File: config.mk
export PLATFORM = sky130hd
export DESIGN_NAME = fp_mult_pipe
export DESIGN_NICKNAME = d
export VERILOG_FILES = /design/src/rtl/fp_mult_pkg.sv /design/src/rtl/fp_mult_round.sv /design/src/rtl/fp_mult_pipe.sv
export SDC_FILE = /design/constraint.sdc
export NUM_CORES = 2
export LEC_CHECK = 0
export CAP_MARGIN = 30
export CORE_MARGIN = 8
export CORE_UTILIZATION = 35
export CTS_BUF_LIST = sky130_fd_sc_hd__clkbuf_8 sky130_fd_sc_hd__clkbuf_16
export CTS_CLUSTER_DIAMETER = 150
export DETAILED_ROUTE_END_ITERATION = 16
export SETUP_SLACK_MARGIN = 0.05
export SLEW_MARGIN = 20
export SYNTH_ARGS = -nofsm -noshare
export SYNTH_HDL_FRONTEND = slang
export SYNTH_SLANG_ARGS = --single-unit
File: constraint.sdc
create_clock -name clk -period 16.6 [get_ports clk]
set_input_delay 3.32 -clock clk [delete_from_list [all_inputs] [get_ports clk]]
set_output_delay 3.32 -clock clk [all_outputs]
set_load 0.01 [all_outputs]
File: src/rtl/fp_mult_pkg.sv
// Shared types and helpers for the pipelined floating-point multiplier:
// operand classes, per-stage control words, exponent bias and canonical quiet NaN.
package fp_mult_pkg;

    typedef enum logic [1:0] {
        ZERO = 2'd0,
        NORM = 2'd1,
        INF  = 2'd2,
        NAN  = 2'd3
    } fp_class_e;

    // Control carried alongside the data of stage 1
    typedef struct packed {
        logic valid;
        logic sign;
        logic nan;
        logic inf;
        logic zero;
    } s1_ctrl_t;

    // Control carried alongside the data of stage 2
    typedef struct packed {
        logic valid;
        logic sign;
        logic nan;
        logic inf;
        logic zero;
    } s2_ctrl_t;

    function automatic int fp_bias(input int exp_w);
        return (32'sd1 <<< (exp_w - 32'sd1)) - 32'sd1;
    endfunction

    // Sign 0, all-ones exponent, fraction MSB set; caller truncates to its word width
    function automatic logic [127:0] fp_qnan(input int exp_w, input int frac_w);
        logic [127:0] v;
        v = '0;
        for (int i = 32'sd0; i <= exp_w; i++) begin
            v[frac_w - 32'sd1 + i] = 1'b1;
        end
        return v;
    endfunction

endpackage

File: src/rtl/fp_mult_round.sv
// Final-stage normalise/round/pack for fp_mult_pipe (combinational).
// FP_MULT_ROUND_EN selects round-to-nearest-even; otherwise the product is truncated.
module fp_mult_round
    import fp_mult_pkg::*;
#(
    parameter int EXP_W  = 8,
    parameter int FRAC_W = 23
) (
    input  logic [EXP_W+1:0]        exp_in,
    input  logic [2*FRAC_W+1:0]     prod,
    input  logic                    sign,
    input  logic                    nan,
    input  logic                    inf,
    input  logic                    zero,
    output logic [EXP_W+FRAC_W:0]   result,
    output logic                    overflow,
    output logic                    underflow,
    output logic                    invalid
);
    localparam int W  = 1 + EXP_W + FRAC_W;
    localparam int XW = EXP_W + 2;
    localparam int PW = 2 * FRAC_W + 2;
    localparam logic [W-1:0]  QNAN    = W'(fp_qnan(EXP_W, FRAC_W));
    localparam logic [XW-1:0] EXP_MAX = {2'b00, {EXP_W{1'b1}}};

    logic [XW-1:0]     norm_exp_s;
    logic [XW-1:0]     rnd_exp_s;
    logic [FRAC_W-1:0] frac_s;
    logic [FRAC_W-1:0] rnd_frac_s;
    logic              carry_s;

    // Normalise: a set top product bit means the significand is in [2,4)
    always_comb begin
        norm_exp_s = exp_in;
        frac_s     = prod[PW-3 -: FRAC_W];
        if (prod[PW-1]) begin
            norm_exp_s = exp_in + XW'(1'b1);
            frac_s     = prod[PW-2 -: FRAC_W];
        end else begin
            norm_exp_s = exp_in;
            frac_s     = prod[PW-3 -: FRAC_W];
        end
    end

`ifdef FP_MULT_ROUND_EN
    logic guard_s;
    logic sticky_s;
    logic round_up_s;

    // Guard and sticky come from the bits dropped by normalisation; ties go to even
    always_comb begin
        guard_s  = 1'b0;
        sticky_s = 1'b0;
        if (prod[PW-1]) begin
            guard_s  = prod[FRAC_W];
            sticky_s = |prod[FRAC_W-1:0];
        end else begin
            guard_s  = prod[FRAC_W-1];
            sticky_s = |prod[FRAC_W-2:0];
        end
        round_up_s = guard_s & (sticky_s | frac_s[0]);
        {carry_s, rnd_frac_s} = {1'b0, frac_s} + {{FRAC_W{1'b0}}, round_up_s};
    end
`else
    logic unused_low_s;
    assign unused_low_s = ^prod[FRAC_W-1:0];
    assign carry_s      = 1'b0;
    assign rnd_frac_s   = frac_s;
`endif

    assign rnd_exp_s = norm_exp_s + XW'(carry_s);

    // Special operands take priority over range checks on the finite product
    always_comb begin
        result    = '0;
        overflow  = 1'b0;
        underflow = 1'b0;
        invalid   = 1'b0;
        if (nan) begin
            result  = QNAN;
            invalid = 1'b1;
        end else if (inf) begin
            result = {sign, {EXP_W{1'b1}}, {FRAC_W{1'b0}}};
        end else if (zero) begin
            result = {sign, {(EXP_W+FRAC_W){1'b0}}};
        end else if ($signed(rnd_exp_s) >= $signed(EXP_MAX)) begin
            result   = {sign, {EXP_W{1'b1}}, {FRAC_W{1'b0}}};
            overflow = 1'b1;
        end else if ($signed(rnd_exp_s) <= $signed({XW{1'b0}})) begin
            result    = {sign, {(EXP_W+FRAC_W){1'b0}}};
            underflow = 1'b1;
        end else begin
            result = {sign, rnd_exp_s[EXP_W-1:0], rnd_frac_s};
        end
    end

endmodule

File: src/rtl/fp_mult_pipe.sv
// Three-stage pipelined floating-point multiplier with valid/ready flow control.
// Define FP_MULT_ROUND_EN for round-to-nearest-even; default build truncates.
module fp_mult_pipe
    import fp_mult_pkg::*;
#(
    parameter int EXP_W  = 8,
    parameter int FRAC_W = 23
) (
    input  logic                    clk,
    input  logic                    rst,
    input  logic                    in_valid,
    output logic                    in_ready,
    input  logic [EXP_W+FRAC_W:0]   a,
    input  logic [EXP_W+FRAC_W:0]   b,
    output logic                    out_valid,
    input  logic                    out_ready,
    output logic [EXP_W+FRAC_W:0]   result,
    output logic                    overflow,
    output logic                    underflow,
    output logic                    invalid
);
    localparam int W    = 1 + EXP_W + FRAC_W;
    localparam int XW   = EXP_W + 2;
    localparam int MW   = FRAC_W + 1;
    localparam int PW   = 2 * MW;
    localparam int BIAS = fp_bias(EXP_W);

    function automatic fp_class_e classify(input logic [EXP_W-1:0] ex, input logic [FRAC_W-1:0] fr);
        fp_class_e c;
        if (ex == '0) begin
            c = ZERO;
        end else if (ex != '1) begin
            c = NORM;
        end else if (fr == '0) begin
            c = INF;
        end else begin
            c = NAN;
        end
        return c;
    endfunction

    logic           en_s;
    fp_class_e      cls_a_s;
    fp_class_e      cls_b_s;
    s1_ctrl_t       s1_ctrl_s;
    logic [XW-1:0]  s1_exp_s;

    s1_ctrl_t       s1_ctrl_r;
    logic [XW-1:0]  s1_exp_r;
    logic [MW-1:0]  s1_ma_r;
    logic [MW-1:0]  s1_mb_r;
    s2_ctrl_t       s2_ctrl_r;
    logic [XW-1:0]  s2_exp_r;
    logic [PW-1:0]  s2_prod_r;

    logic [W-1:0]   rnd_result_s;
    logic           rnd_ovf_s;
    logic           rnd_unf_s;
    logic           rnd_inv_s;

    logic           out_valid_r;
    logic [W-1:0]   result_r;
    logic           overflow_r;
    logic           underflow_r;
    logic           invalid_r;

    assign en_s      = !out_valid_r || out_ready;
    assign in_ready  = en_s;
    assign out_valid = out_valid_r;
    assign result    = result_r;
    assign overflow  = overflow_r;
    assign underflow = underflow_r;
    assign invalid   = invalid_r;

    // Stage 1 combinational: classify operands, resolve special cases, sum biased exponents
    always_comb begin
        cls_a_s         = classify(a[W-2 -: EXP_W], a[FRAC_W-1:0]);
        cls_b_s         = classify(b[W-2 -: EXP_W], b[FRAC_W-1:0]);
        s1_ctrl_s       = '0;
        s1_ctrl_s.valid = in_valid;
        s1_ctrl_s.sign  = a[W-1] ^ b[W-1];
        s1_ctrl_s.nan   = (cls_a_s == NAN) || (cls_b_s == NAN) ||
                          ((cls_a_s == INF) && (cls_b_s == ZERO)) ||
                          ((cls_a_s == ZERO) && (cls_b_s == INF));
        s1_ctrl_s.inf   = (cls_a_s == INF) || (cls_b_s == INF);
        s1_ctrl_s.zero  = (cls_a_s == ZERO) || (cls_b_s == ZERO);
        s1_exp_s        = XW'(a[W-2 -: EXP_W]) + XW'(b[W-2 -: EXP_W]) - XW'(BIAS);
    end

    fp_mult_round #(
        .EXP_W  (EXP_W),
        .FRAC_W (FRAC_W)
    ) u_round (
        .exp_in    (s2_exp_r),
        .prod      (s2_prod_r),
        .sign      (s2_ctrl_r.sign),
        .nan       (s2_ctrl_r.nan),
        .inf       (s2_ctrl_r.inf),
        .zero      (s2_ctrl_r.zero),
        .result    (rnd_result_s),
        .overflow  (rnd_ovf_s),
        .underflow (rnd_unf_s),
        .invalid   (rnd_inv_s)
    );

    // Pipeline registers: every stage shifts on en_s and holds otherwise
    always_ff @(posedge clk) begin
        if (rst) begin
            s1_ctrl_r   <= '0;
            s1_exp_r    <= '0;
            s1_ma_r     <= '0;
            s1_mb_r     <= '0;
            s2_ctrl_r   <= '0;
            s2_exp_r    <= '0;
            s2_prod_r   <= '0;
            out_valid_r <= 1'b0;
            result_r    <= '0;
            overflow_r  <= 1'b0;
            underflow_r <= 1'b0;
            invalid_r   <= 1'b0;
        end else if (en_s) begin
            s1_ctrl_r   <= s1_ctrl_s;
            s1_exp_r    <= s1_exp_s;
            s1_ma_r     <= {1'b1, a[FRAC_W-1:0]};
            s1_mb_r     <= {1'b1, b[FRAC_W-1:0]};
            s2_ctrl_r   <= s1_ctrl_r;
            s2_exp_r    <= s1_exp_r;
            s2_prod_r   <= PW'(s1_ma_r) * PW'(s1_mb_r);
            out_valid_r <= s2_ctrl_r.valid;
            // Bubbles leave the output word and flags at zero
            result_r    <= s2_ctrl_r.valid ? rnd_result_s : '0;
            overflow_r  <= s2_ctrl_r.valid & rnd_ovf_s;
            underflow_r <= s2_ctrl_r.valid & rnd_unf_s;
            invalid_r   <= s2_ctrl_r.valid & rnd_inv_s;
        end
    end

endmodule

==> results.md <==
- Syn avg cell area: 8.63 um^2
- Mapped Cells: 2800
- GR peak layer: met2
- Post-CTS Setup Inserts: 0
- Post-synthesis compound-gate area fraction: 7.16%
- Adder-Cell Fraction of Synth Area: 49.6%
- CTS H-tree lvls: 4
- Post-synthesis sequential area ratio: 11.4%
- Max Cap Viol: 0
- Lkg Pwr: 12.6 nW
- Nets: 3556
- Synthesis-stage register bit count: 138
- Tot GR Track Use: 17.6%
- Largest family of logic cells by synthesized area: adder cells
- Peak supply drop: 0.0000848 V
- Max clock buf depth: 2
- Vias in the first global route: 19700
- Slew HR: 36.1%
- Core area: 0.0685 mm^2
- CTS tree: yes
- WS Path Type: input pin to output port
- Count of final setup violators: 0
- Switching power: 0.00111 W
- Mux share of post-synthesis cell area: 0.953%
- Clock Skew: 0.0176 ns
- Top post-synthesis cells by area: fa_1 (40%), dfxtp_1 (11%), ha_1 (9.6%)
- Final GP Congestion: 0.866
- Antenna violations before repair: 1
- Die width: 279 um
- Final period util: 51.1%
- ANT nets after route: 0
- Clock network power share: 17.1%
- Status: complete, no violations
- DR WL/cell: 18.1 um
- Sequential share of power: 17.8%
- Place WS: 8.11 ns
- RSZ-0062 raised after global routing: no
- Worst Path Max Fanout: 42
- Row count: 96
- Combinational fraction of design power: 65.1%
- CTS root buf: clkbuf_16
- Worst EP arrival: 5.16 ns
- Ys Warns: 0
- P per Cell Area: 85.1 mW/mm^2
- Pre-Repair DR Iteration Count: 6
- First-pass GRT wire length: 109000 um
- Vias: 18500
- Die footprint: 0.0777 mm^2
- M3 GR Usage: 3.66%
- Total gr overflow: 0
- Clock period minus worst slack: 8.48 ns
- Total power: 0.00228 W
- FFs w/ async S/R, synth: 0%
- Worst min-delay path class: flip-flop to flip-flop
- Sw Share: 48.6%
- Worst hold path depth: 2
- R2r worst-path depth: 22
- Post-Synth Simple-Gate Area: 18.4%
- Yosys cell types: 59
- Max Freq: 118 MHz
- Dominant cell type by area after synthesis: fa_1
- Mapped Area: 0.0242 mm^2
- DRT iter0 DRCs: 1069
- Cts hold-fix bufs: 0
- Post-synthesis xor/xnor area fraction: 1.45%
- Fin Setup TNS: 0 ns
- Port bufs: 104
- Io pins: 105
- CP Launch Type: input pin
- Cell Int Power: 0.00117 W
- Synth cell count leaders: inv_1 (552), nand2_1 (507), fa_1 (482)
- Post-synth EDFFs: 0
- Post-route setup slack: 8.12 ns
- Clk_lat worst skew: 0.44 ns
- Final hold vios: 0
- Met1 Use GR: 22.3%
- Met2 Usage GRT: 30.6%
- # diodes: 0
- Main synth FF type: dfxtp_1
- Starting density of the core: 35.3%
- Worst-path clk slew: 0.07 ns
- Dpl hpwl: 50900 um
- Slew Limit Fails: 0
- Synth top area share: 39.9%
- Syn Nets: 3536
- Via density: 4.97
- DRC violations left: 0
- TritonCTS buffer count: 17
- Top-count cell post-synth: inv_1
- Area delta synth->final: 10.8%
- Sinks on Clock Net: 138
- Pin count of the biggest net entering global routing: 94
- Least-Margin Pin Slew: 0.957 ns
- Kind of end point of the critical path: output port
- Final wirelength: 67200 um
- Critical Path RT: 13.28 ns
- Layout cell share with drive strength beyond 1: 3.49%
- Die Y: 279 um
- CTS-repair resized insts: 0
## cell type report
type                    instances  area [um^2]
inverters                     553         2080
clock buffers                  20          467
clock inverters                12          138
repair buffers                159         1470
multi-input cells            1951        18700
well taps                     882         1100
flip-flops and latches        138         2760
fillers                      6996        41700
## registers in the layout, indices dropped and copies added (netlist names)
register   cells
underflow      1
result        32
overflow       1
invalid        1
s2_ctrl_r      5
s1_ma_r       24
out_valid      1
s1_ctrl_r      5
s2_exp_r      10
s1_mb_r       23
s1_exp_r      10
s2_prod_r     25
## per-layer routing
metal	wire, um	share of wire, %
met1	28800	43
met2	33000	49
met3	4210	6.3
met4	1210	1.8
met5	0	0
## worst max-delay path, stage by stage
cell	delay (ns)
clkdlybuf4s50_1	0.50
nor2b_4	0.04
buf_4	0.26
inv_2	0.38
clkdlybuf4s50_1	0.63
## worst paths after layout
path / from / to / slack, ns
max: out_ready / in_ready / 8.12
min: s1_exp_r[6]$_SDFFE_PP0P_ / s2_exp_r[6]$_SDFFE_PP0P_ / 0.45
max reg2reg: s1_ma_r[11]$_SDFFE_PP0P_ / s2_prod_r[40]$_SDFFE_PP0P_ / 8.60
min reg2reg: s1_exp_r[6]$_SDFFE_PP0P_ / s2_exp_r[6]$_SDFFE_PP0P_ / 0.45
## stage by stage
step	hold WS, ns	cell area, um^2	instances	util [%]
CTS	0.453	26700	3713	39.0
global route	0.475	26800	3715	39.1
floorplan	0.425	24200	2800	-
detailed placement	0.446	26100	3681	38.2
finish	0.449	26800	3715	39.1
global placement	0.440	26100	3681	38.1
## kinds of logic (layout without fill, tap and decap cells)
group	Yosys count	after routing
AOI/OAI and AO/OA	285	285
xor gates and xnor gates	40	40
adders and majority gates	668	668
buffers and inverters	711	744
DFF	138	138
muxes	23	23
and+or+nand+nor	935	935
## power by group through the flow
stage / Clock [W] / Combinational [W] / Sequential, W
floorplan: 0 / 0.00101 / 0.000397
global placement: 0 / 0.00145 / 0.000412
detailed placement: 0 / 0.00146 / 0.000412
finish: 0.000390 / 0.00148 / 0.000405
CTS: 0.000396 / 0.00148 / 0.000405
global route: 0.000410 / 0.00168 / 0.000410
## layout by cell type (no fill, tap or decap), drive strengths merged, types with 8 or more instances in the layout
| cell | instances |
|---|---|
| a211oi | 16 |
| a21o | 24 |
| a21oi | 124 |
| a22oi | 8 |
| and2 | 277 |
| buf | 56 |
| clkbuf | 20 |
| clkdlybuf4s50 | 103 |
| dfxtp | 138 |
| fa | 482 |
| ha | 186 |
| inv | 557 |
| mux2i | 23 |
| nand2 | 507 |
| nand3 | 22 |
| nand4 | 22 |
| nor2 | 45 |
| nor3 | 20 |
| nor4 | 12 |
| o21ai | 63 |
| xnor2 | 26 |
| xor2 | 14 |
(Power assumes the default switching activity.)
